===== src/rtl/lector_encoder.sv =====
// Quadrature encoder reader: synchronises and debounces the A/B channels,
// decodes 4x quadrature into a wrapping signed position, measures a signed
// per-window velocity and flags illegal (double-bit) transitions.
//
// Output timing: vel_valid is a one-cycle strobe with no back-pressure.
// velocity and moving change only in the cycle vel_valid is high and hold
// otherwise, so a consumer may sample them on the strobe or at any later time.
// fsm_state is a debug view of the decoder state (0 = INIT, 1 = TRACK).
module lector_encoder #(
  parameter int FILTER_CYCLES = 4,
  parameter int WINDOW_CYCLES = 5_000_000,
  parameter int POS_W         = 16,
  parameter int VEL_W         = 16
) (
  input  logic                    clk,
  input  logic                    rst,
  input  logic                    enc_a,
  input  logic                    enc_b,
  input  logic                    clear_pos,
  output logic signed [POS_W-1:0] position,
  output logic signed [VEL_W-1:0] velocity,
  output logic                    vel_valid,
  output logic                    direction,
  output logic                    moving,
  output logic                    error,
  output logic                    fsm_state
);

  localparam int FCW = $clog2(FILTER_CYCLES + 1);
  localparam int WCW = (WINDOW_CYCLES > 2) ? $clog2(WINDOW_CYCLES) : 1;
  localparam logic [FCW-1:0] F_CNT  = FCW'(FILTER_CYCLES);
  localparam logic [WCW-1:0] W_LAST = WCW'(WINDOW_CYCLES - 1);

  typedef enum logic {
    S_INIT  = 1'b0,
    S_TRACK = 1'b1
  } state_t;

  // ---------------------------------------------------------------------
  // Input synchroniser. Channel vectors are packed as {B, A}.
  // fill_q marks when s2_q holds a real pin sample rather than its reset
  // value, so the filter never qualifies a level the pins never had.
  // ---------------------------------------------------------------------
  logic [1:0] s1_q, s2_q;
  logic [1:0] fill_q;

  // Two-flop synchroniser per channel plus pipeline-fill tracking
  always_ff @(posedge clk) begin
    if (rst) begin
      s1_q   <= 2'b00;
      s2_q   <= 2'b00;
      fill_q <= 2'b00;
    end else begin
      s1_q   <= {enc_b, enc_a};
      s2_q   <= s1_q;
      fill_q <= {fill_q[0], 1'b1};
    end
  end

  // ---------------------------------------------------------------------
  // Per-channel filter. cand_q is the level of the current run of equal
  // samples and run_q its length (saturating at FILTER_CYCLES). Once a run
  // reaches FILTER_CYCLES the level is accepted into flt_q; qual_q records
  // that the channel has produced at least one accepted level.
  // ---------------------------------------------------------------------
  logic [1:0]     cand_q, cand_d;
  logic [1:0]     flt_q, flt_d;
  logic [1:0]     qual_q, qual_d;
  logic [FCW-1:0] run_q [2];
  logic [FCW-1:0] run_d [2];

  // Run-length tracking and level acceptance for both channels
  always_comb begin
    cand_d = cand_q;
    flt_d  = flt_q;
    qual_d = qual_q;
    for (int ch = 0; ch < 2; ch++) begin
      run_d[ch] = run_q[ch];
      if (fill_q[1]) begin
        if (s2_q[ch] == cand_q[ch]) begin
          if (run_q[ch] != F_CNT) begin
            run_d[ch] = run_q[ch] + 1'b1;
          end
        end else begin
          cand_d[ch] = s2_q[ch];
          run_d[ch]  = FCW'(1);
        end
        if (run_d[ch] == F_CNT) begin
          flt_d[ch]  = s2_q[ch];
          qual_d[ch] = 1'b1;
        end
      end
    end
  end

  // Filter state registers
  always_ff @(posedge clk) begin
    if (rst) begin
      cand_q <= 2'b00;
      flt_q  <= 2'b00;
      qual_q <= 2'b00;
      for (int ch = 0; ch < 2; ch++) begin
        run_q[ch] <= '0;
      end
    end else begin
      cand_q <= cand_d;
      flt_q  <= flt_d;
      qual_q <= qual_d;
      for (int ch = 0; ch < 2; ch++) begin
        run_q[ch] <= run_d[ch];
      end
    end
  end

  // ---------------------------------------------------------------------
  // Quadrature decode. {B,A} maps onto a 2-bit cycle position
  // (00->0, 01->1, 11->2, 10->3); the modulo-4 difference to the baseline
  // classifies the transition: 1 forward, 3 reverse, 2 illegal, 0 none.
  // ---------------------------------------------------------------------
  function automatic logic [1:0] cycle_pos(input logic [1:0] ba);
    logic [1:0] p;
    case (ba)
      2'b00:   p = 2'd0;
      2'b01:   p = 2'd1;
      2'b11:   p = 2'd2;
      default: p = 2'd3;
    endcase
    return p;
  endfunction

  state_t         state_q;
  logic [1:0]     base_q;
  logic [POS_W-1:0] pos_q;
  logic           dir_q;
  logic           err_q;

  logic [1:0] delta;
  logic       is_track;
  logic       step_fwd, step_rev, step_bad;

  assign delta    = cycle_pos(flt_q) - cycle_pos(base_q);
  assign is_track = (state_q == S_TRACK);
  assign step_fwd = is_track && (delta == 2'd1);
  assign step_rev = is_track && (delta == 2'd3);
  assign step_bad = is_track && (delta == 2'd2);

  // Decoder FSM: baseline capture, position, direction and sticky error.
  // clear_pos is applied last so it overrides a step or error in the same cycle.
  always_ff @(posedge clk) begin
    if (rst) begin
      state_q <= S_INIT;
      base_q  <= 2'b00;
      pos_q   <= '0;
      dir_q   <= 1'b0;
      err_q   <= 1'b0;
    end else begin
      case (state_q)
        S_INIT: begin
          if (&qual_q) begin
            base_q  <= flt_q;
            state_q <= S_TRACK;
          end
        end
        S_TRACK: begin
          if (flt_q != base_q) begin
            base_q <= flt_q;
          end
          if (step_fwd) begin
            pos_q <= pos_q + 1'b1;
            dir_q <= 1'b1;
          end
          if (step_rev) begin
            pos_q <= pos_q - 1'b1;
            dir_q <= 1'b0;
          end
          if (step_bad) begin
            err_q <= 1'b1;
          end
        end
        default: state_q <= S_INIT;
      endcase
      if (clear_pos) begin
        pos_q <= '0;
        err_q <= 1'b0;
      end
    end
  end

  // ---------------------------------------------------------------------
  // Velocity window. The accumulator is one bit wider than the output and
  // saturates rather than wrapping; the reported value is further clamped
  // to the signed VEL_W range. A step landing on the terminal count seeds
  // the next window's accumulator.
  // ---------------------------------------------------------------------
  logic [WCW-1:0]   win_q;
  logic [VEL_W:0]   acc_q;
  logic [VEL_W-1:0] vel_q;
  logic             vel_valid_q;
  logic             moving_q;

  logic             tc;
  logic [VEL_W:0]   step_ext;
  logic [VEL_W+1:0] acc_sum;
  logic [VEL_W:0]   acc_next;
  logic [VEL_W-1:0] vel_sat;

  assign tc = (win_q == W_LAST);

  // Signed step value, saturating accumulate and output clamp
  always_comb begin
    step_ext = {{VEL_W{step_rev}}, step_fwd | step_rev};
    acc_sum  = {acc_q[VEL_W], acc_q} + {step_ext[VEL_W], step_ext};
    if (acc_sum[VEL_W+1] != acc_sum[VEL_W]) begin
      acc_next = {acc_sum[VEL_W+1], {VEL_W{~acc_sum[VEL_W+1]}}};
    end else begin
      acc_next = acc_sum[VEL_W:0];
    end
    if (acc_q[VEL_W] != acc_q[VEL_W-1]) begin
      vel_sat = {acc_q[VEL_W], {(VEL_W-1){~acc_q[VEL_W]}}};
    end else begin
      vel_sat = acc_q[VEL_W-1:0];
    end
  end

  // Window counter, accumulator and velocity report registers
  always_ff @(posedge clk) begin
    if (rst) begin
      win_q       <= '0;
      acc_q       <= '0;
      vel_q       <= '0;
      vel_valid_q <= 1'b0;
      moving_q    <= 1'b0;
    end else begin
      vel_valid_q <= tc;
      if (tc) begin
        win_q    <= '0;
        vel_q    <= vel_sat;
        moving_q <= |vel_sat;
        acc_q    <= step_ext;
      end else begin
        win_q    <= win_q + 1'b1;
        acc_q    <= acc_next;
      end
    end
  end

  assign position  = pos_q;
  assign velocity  = vel_q;
  assign vel_valid = vel_valid_q;
  assign direction = dir_q;
  assign moving    = moving_q;
  assign error     = err_q;
  assign fsm_state = state_q;

endmodule

===== config.mk =====
export PLATFORM = sky130hd
export DESIGN_NAME = lector_encoder
export DESIGN_NICKNAME = d
export VERILOG_FILES = /design/src/rtl/lector_encoder.sv
export SDC_FILE = /design/constraint.sdc
export NUM_CORES = 1
export LEC_CHECK = 0
export ABC_AREA = 1
export CORE_ASPECT_RATIO = 1.2
export CORE_MARGIN = 1.5
export CORE_UTILIZATION = 55
export CTS_BUF_LIST = sky130_fd_sc_hd__clkbuf_4
export DETAILED_ROUTE_END_ITERATION = 10
export PLACE_DENSITY = 0.77
export SYNTH_ARGS = -nofsm -noshare
export SYNTH_HDL_FRONTEND = slang
export SYNTH_SLANG_ARGS = --single-unit
export TNS_END_PERCENT = 100

===== constraint.sdc =====
create_clock -name clk -period 10.8 [get_ports clk]
set_clock_uncertainty 0.05 [all_clocks]
set_input_delay 2.16 -clock clk [delete_from_list [all_inputs] [get_ports clk]]
set_output_delay 2.16 -clock clk [all_outputs]
set_load 0.05 [all_outputs]

# Word-level counts from Yosys, hierarchy flattened
# Memories as Yosys holds them, arrays and structs flattened.
# Cells that the tools add are included.
dict set report totals {
  regBits 91
  ram_bits 6
  in_bits 5
  mem_count 1
}
# name depth word_bits rd rd_clocked_by_memory_dff wr line
set memory_table {}
lappend memory_table {run_q 2 3 2 0 2 69} ;# logic [FCW-1:0] run_q [2];
dict set report classes {
  add_sub_neg 7
  eq_ne 19
  mux 28
  bitwise_logic 8
  reduce_logical 17
}
# op count
set op_table {}
lappend op_table {{16-bit 2-to-1 mux} 3}
lappend op_table {{17-bit 2-to-1 mux} 2}
lappend op_table {{3-bit 2-to-1 mux} 10}
lappend op_table {{23-bit by 1-bit adder with 23-bit output, second input constant} 1}
lappend op_table {{23-bit == test, second input constant} 1}
lappend op_table {{17-bit by 2-bit adder with 18-bit output} 1}
lappend op_table {{16-bit by 1-bit adder with 16-bit output, second input constant} 1}
lappend op_table {{2-bit AND reduction} 8}
lappend op_table {{16-bit OR reduction} 1}
lappend op_table {{16-bit by 1-bit subtractor with 16-bit output, second input constant} 1}
lappend op_table {{2-bit case mux with 3 select lines} 2}
lappend op_table {{2-bit == test, second input constant} 4}
lappend op_table {{1-bit 2-to-1 mux} 8}
lappend op_table {{3-bit by 1-bit adder with 3-bit output, second input constant} 2}
lappend op_table {{2-bit by 1-bit == test with 1-bit output, second input constant} 3}
lappend op_table {{3-bit == test, second input constant} 2}
lappend op_table {{3-bit inequality test, second input constant} 2}
lappend op_table {{1-bit NOT} 5}
lappend op_table {{2-bit logical NOT} 2}
lappend op_table {{2-bit 2-to-1 mux} 2}
lappend op_table {{2-bit case mux with 2 select lines} 1}
lappend op_table {{2-bit OR reduction} 2}
lappend op_table {{1-bit logical AND} 3}
lappend op_table {{1-bit OR} 3}
lappend op_table {{other kinds (7)} 9}

# Depth between registers and ports, before layout
dict set report depth {
  word_depth 10
  mapped_depth 23
  depth_no_buf 23
}

# Worst setup path before layout
# Ideal clock, no wire load.
dict set report synth_path {
  kind {reg-to-reg}
  startpoint {register flt_q[0]}
  endpoint {register pos_q[10], in the netlist position[10]}
  t_arrival_ps 3462
  slack_ps 7179
  path_stages_with_launch 17
  n_path_buf 0
  synth_period_minus_slack_ps 3621
  path_cell_list {dfxtp_1 inv_1 ha_1 ha_1 nor2_2 nand2_1 inv_1 ha_1 a21oi_1 o21ai_2 a21boi_0 nor2_1 nor2_1 xor2_1 nand2_1 nand2_1 inv_1}
}
dict set report synth_between {
  elab_chain_cells 7
  word_cells_on_any_way 12
}
# element line
set synth_lines {}
lappend synth_lines {{start, declared} 67} ;# logic [1:0] flt_q, flt_d;
lappend synth_lines {{start signal, assigned} 107} ;# flt_q <= flt_d;
lappend synth_lines {{2-bit == test (tied with other cells)} 122} ;# case (ba)
lappend synth_lines {{2-bit case mux with 3 select lines *} 122}
lappend synth_lines {{2-bit subtractor *} 141} ;# assign delta = cycle_pos(flt_q) - cycle_pos(base_q);
lappend synth_lines {{2-bit by 1-bit == test with 1-bit output or 2-bit == test (tied branches)} {143, 144}}
lappend synth_lines {{1-bit logical AND (on tied branches)} {143, 144}}
lappend synth_lines {{2-bit nonzero test (no line)} -}
lappend synth_lines {{2-bit AND reduction (no line)} -}
lappend synth_lines {{end signal, assigned} 169} ;# pos_q <= pos_q + 1'b1;
lappend synth_lines {{end signal, assigned} 173} ;# pos_q <= pos_q - 1'b1;
lappend synth_lines {{end, declared} 133} ;# logic [POS_W-1:0] pos_q;
# Mark *: on every way between the ends. The rest lies on a longest branch, timed or not.
# A chain may end at the register's enable or synchronous reset.

# Worst setup path in the final report
# Ends and elaborated chain as after synthesis.

==> metrics <==
dpl cells=962; Max FO, Critical Path=31; Critical Path AT=~4800 ps; post-layout min period=between 4000 and 5000 ps; Synth area leader=dfxtp_1; Final period util=0.414; fmax=between 200 and 250 MHz; GRT Residual Overflow=0; Final HPWL DP=9260 um; Antenna Cells=0; relative slew slack=0.271; CTS H-tree depth=3; clk root buf=clkbuf_4; Hold-fix buffers, CTS=0; final setup TNS=0 ps; hold crit path type=reg2reg; vias in the first global route=~5000; crit end category=flop; CTS tree=built; CTS clk-pin slew, worst paths=roughly 160 ps; IO buf count=a little over 40; Max VDD drop=about 0.000078 V; total wire length=12300 um; Area Overhead vs Synth=9.37%; hold slack=~370 ps; Cells after Synth=between 800 and 900; CTS Buffer Depth=2; 1st-pass router iterations=4; CP Launch Type=flop; area taken by multi-input logic gates=0.00344 mm^2; Sink Count=97; via count=~5200; max-slew violations=0; Final Setup Violations=0; initial antenna violation count=0; num rows=between 40 and 50; Syn Nets=about 860; IO Count=42; Initial Util=0.564; YS warnings=0; Detail Route Antenna Nets=0; leakage=roughly 3 nW; final hold violation count=0; DRC=0; Post CTS Setup Buffer Count=0; core footprint=0.0105 mm^2; final layout net count=around 890; Filler cells=roughly 960; Synth Flop Type=dfxtp_1; pwr dens=roughly 86 mW/mm^2; DIE AREA=0.0114 mm^2; Die Ht=116 um; FF+latch area=between 0.0015 and 0.002 mm^2; total of max-cap violations=0; largest net degree at the start of global routing=37; EDFF count, synth=0; RSZ-0062 raised after global routing=false; synthesized flop and latch total=between 90 and 100; CTS resizes=0; WP data required=11140 ps; Power, Total=around 560 uW; Final Instance Count excl. Fillers=978; kind of critical path=reg2reg; placer's final routability congestion estimate=a little over 0.9; syn avg cell area=~7.3 um^2; initial drt markers=about 300; status=finished clean; finished layout cell area=0.00646 mm^2; Synth top area share=0.329; dominant cells by area after synthesis=dfxtp_1 33%, nand2_1 11%, ha_1 9.1%, inv_1 6.1%, a21oi_1 5.9%; Die Wd=97.6 um; first-pass GRT wire length=around 21000 um; area post-placement=0.00634 mm^2; All-Layer GR Usage=0.227; Via density=5.36; Netlist Area Pre-Place=approximately 0.0059 mm^2; share of cells above drive strength 1=0.0895; post-synthesis sequential area ratio=0.329; Worst-Skew Late Latency=about 460 ps; Num CTS Buffers=9; Async S/R FF share, synth=0; worst-margin pin slew=1090 ps; Distinct cells, synth=between 40 and 50; Avg WL per Cell=around 13 um
## synthesized netlist by cell type, types with 9 or more instances
master	count
nor2_1	79
dfxtp_1	97
o21ai_0	34
xnor2_1	9
xor2_1	25
ha_1	43
o21ai_2	11
nand3_1	56
nand2_2	9
a21oi_1	70
nand3_2	14
inv_1	96
nand2_1	176
## path summary, 6_finish.rpt
path | start | to | slack, ps | cells after the start
worst max-delay path | flt_q[0] | position[10] | 6330 | 17
worst min-delay path | fill_q[0] | fill_q[1] | 370 | 2
worst max register to register | flt_q[0] | position[10] | 6330 | 17
worst min register to register | fill_q[0] | fill_q[1] | 370 | 2
## cell type report
| class | count | area share |
|---|---|---|
| Clock buffer | 11 | 0.0128 |
| Inverter | 100 | 0.0589 |
| Sequential cell | 97 | 0.301 |
| Clock inverter | 5 | 0.00465 |
| Multi-Input combinational cell | 594 | 0.533 |
| Timing Repair Buffer | 42 | 0.0647 |
| Tap cell | 129 | 0.0250 |
## sequential cells by signal, indices dropped and copies added, names as in the netlist
name / cells
acc_q: 17
base_q: 2
cand_q: 2
direction: 1
error: 1
fill_q: 2
flt_q: 2
fsm_state: 1
moving: 1
position: 16
qual_q: 2
run_q: 6
s1_q: 2
s2_q: 2
vel_valid: 1
velocity: 16
win_q: 23
## stage by stage
| step | setup slack (ps) | utilization |
|---|---|---|
| 2_1_floorplan | 7180 | - |
| 3_5_place_dp | 6130 | 0.606 |
| 3_3_place_gp | 6250 | 0.606 |
| 5_1_grt | 5970 | 0.617 |
| 6_report | 6330 | 0.617 |
| 4_1_cts | 6360 | 0.617 |
## power breakdown
part	internal, mW	switching [mW]	leakage, nW
clock	0.0521	0.123	0.0647
sequential	0.361	0.00225	0.784
combinational	0.00598	0.0119	2.21
## critical path: stages, from the launching register on
cell and delay (ps):
dfxtp_1 420, inv_1 90, ha_1 300, ha_1 210, xor2_1 170, xor2_1 300, nand2_1 250, inv_1 850
ha_1 450, a21oi_1 210, o21ai_2 120, a21boi_0 460, nor2_1 80, nor2_1 120, xor2_1 150, nand2_1 70
nand2_1 60, inv_1 30
## layer usage
| layer | vias to the layer above | part of all wire | GRT usage |
|---|---|---|---|
| li1 | 2710 | - | - |
| met5 | - | 0 | 0 |
| met4 | 0 | 0.016 | 0.0810 |
| met2 | 125 | 0.49 | 0.404 |
| met1 | 2386 | 0.46 | 0.276 |
| met3 | 22 | 0.039 | 0.0437 |
## cells in the final DEF (no fill, tap or decap), types with 2 or more instances in the layout
cell type | synthesis | routed
xnor2_1 | 9 | 9
nand3_1 | 56 | 56
clkdlybuf4s50_1 | 0 | 41
o21ai_2 | 11 | 11
inv_4 | 2 | 2
nand2_1 | 176 | 176
fa_1 | 2 | 2
nor4_2 | 2 | 2
o21a_1 | 2 | 2
dfxtp_1 | 97 | 97
o21bai_1 | 3 | 3
nor2_2 | 5 | 5
nor2_1 | 79 | 79
nand3_2 | 14 | 14
nand2_2 | 9 | 9
a21oi_1 | 70 | 70
inv_1 | 96 | 96
clkbuf_4 | 0 | 11
nand4_1 | 7 | 7
xor2_1 | 25 | 25
ha_1 | 43 | 43
nor4_1 | 3 | 3
nor3b_2 | 2 | 2
a21boi_0 | 2 | 2
inv_2 | 2 | 2
o21ai_1 | 2 | 2
nand3b_1 | 4 | 4
nor3_1 | 7 | 7
o21ai_0 | 34 | 34
nor2_4 | 2 | 2
or2_2 | 5 | 5
a211oi_1 | 4 | 4
o211ai_1 | 4 | 4
clkinv_2 | 0 | 2
## cell families after synthesis
group | Yosys count | share of synthesized area
simple gates | 379 | 0.304
flops | 97 | 0.329
buf+inv | 117 | 0.0880
fa+ha+maj | 45 | 0.0979
xor+xnor | 34 | 0.0504
compound gates | 136 | 0.131
No activity file was read; power rests on OpenSTA's default activity.
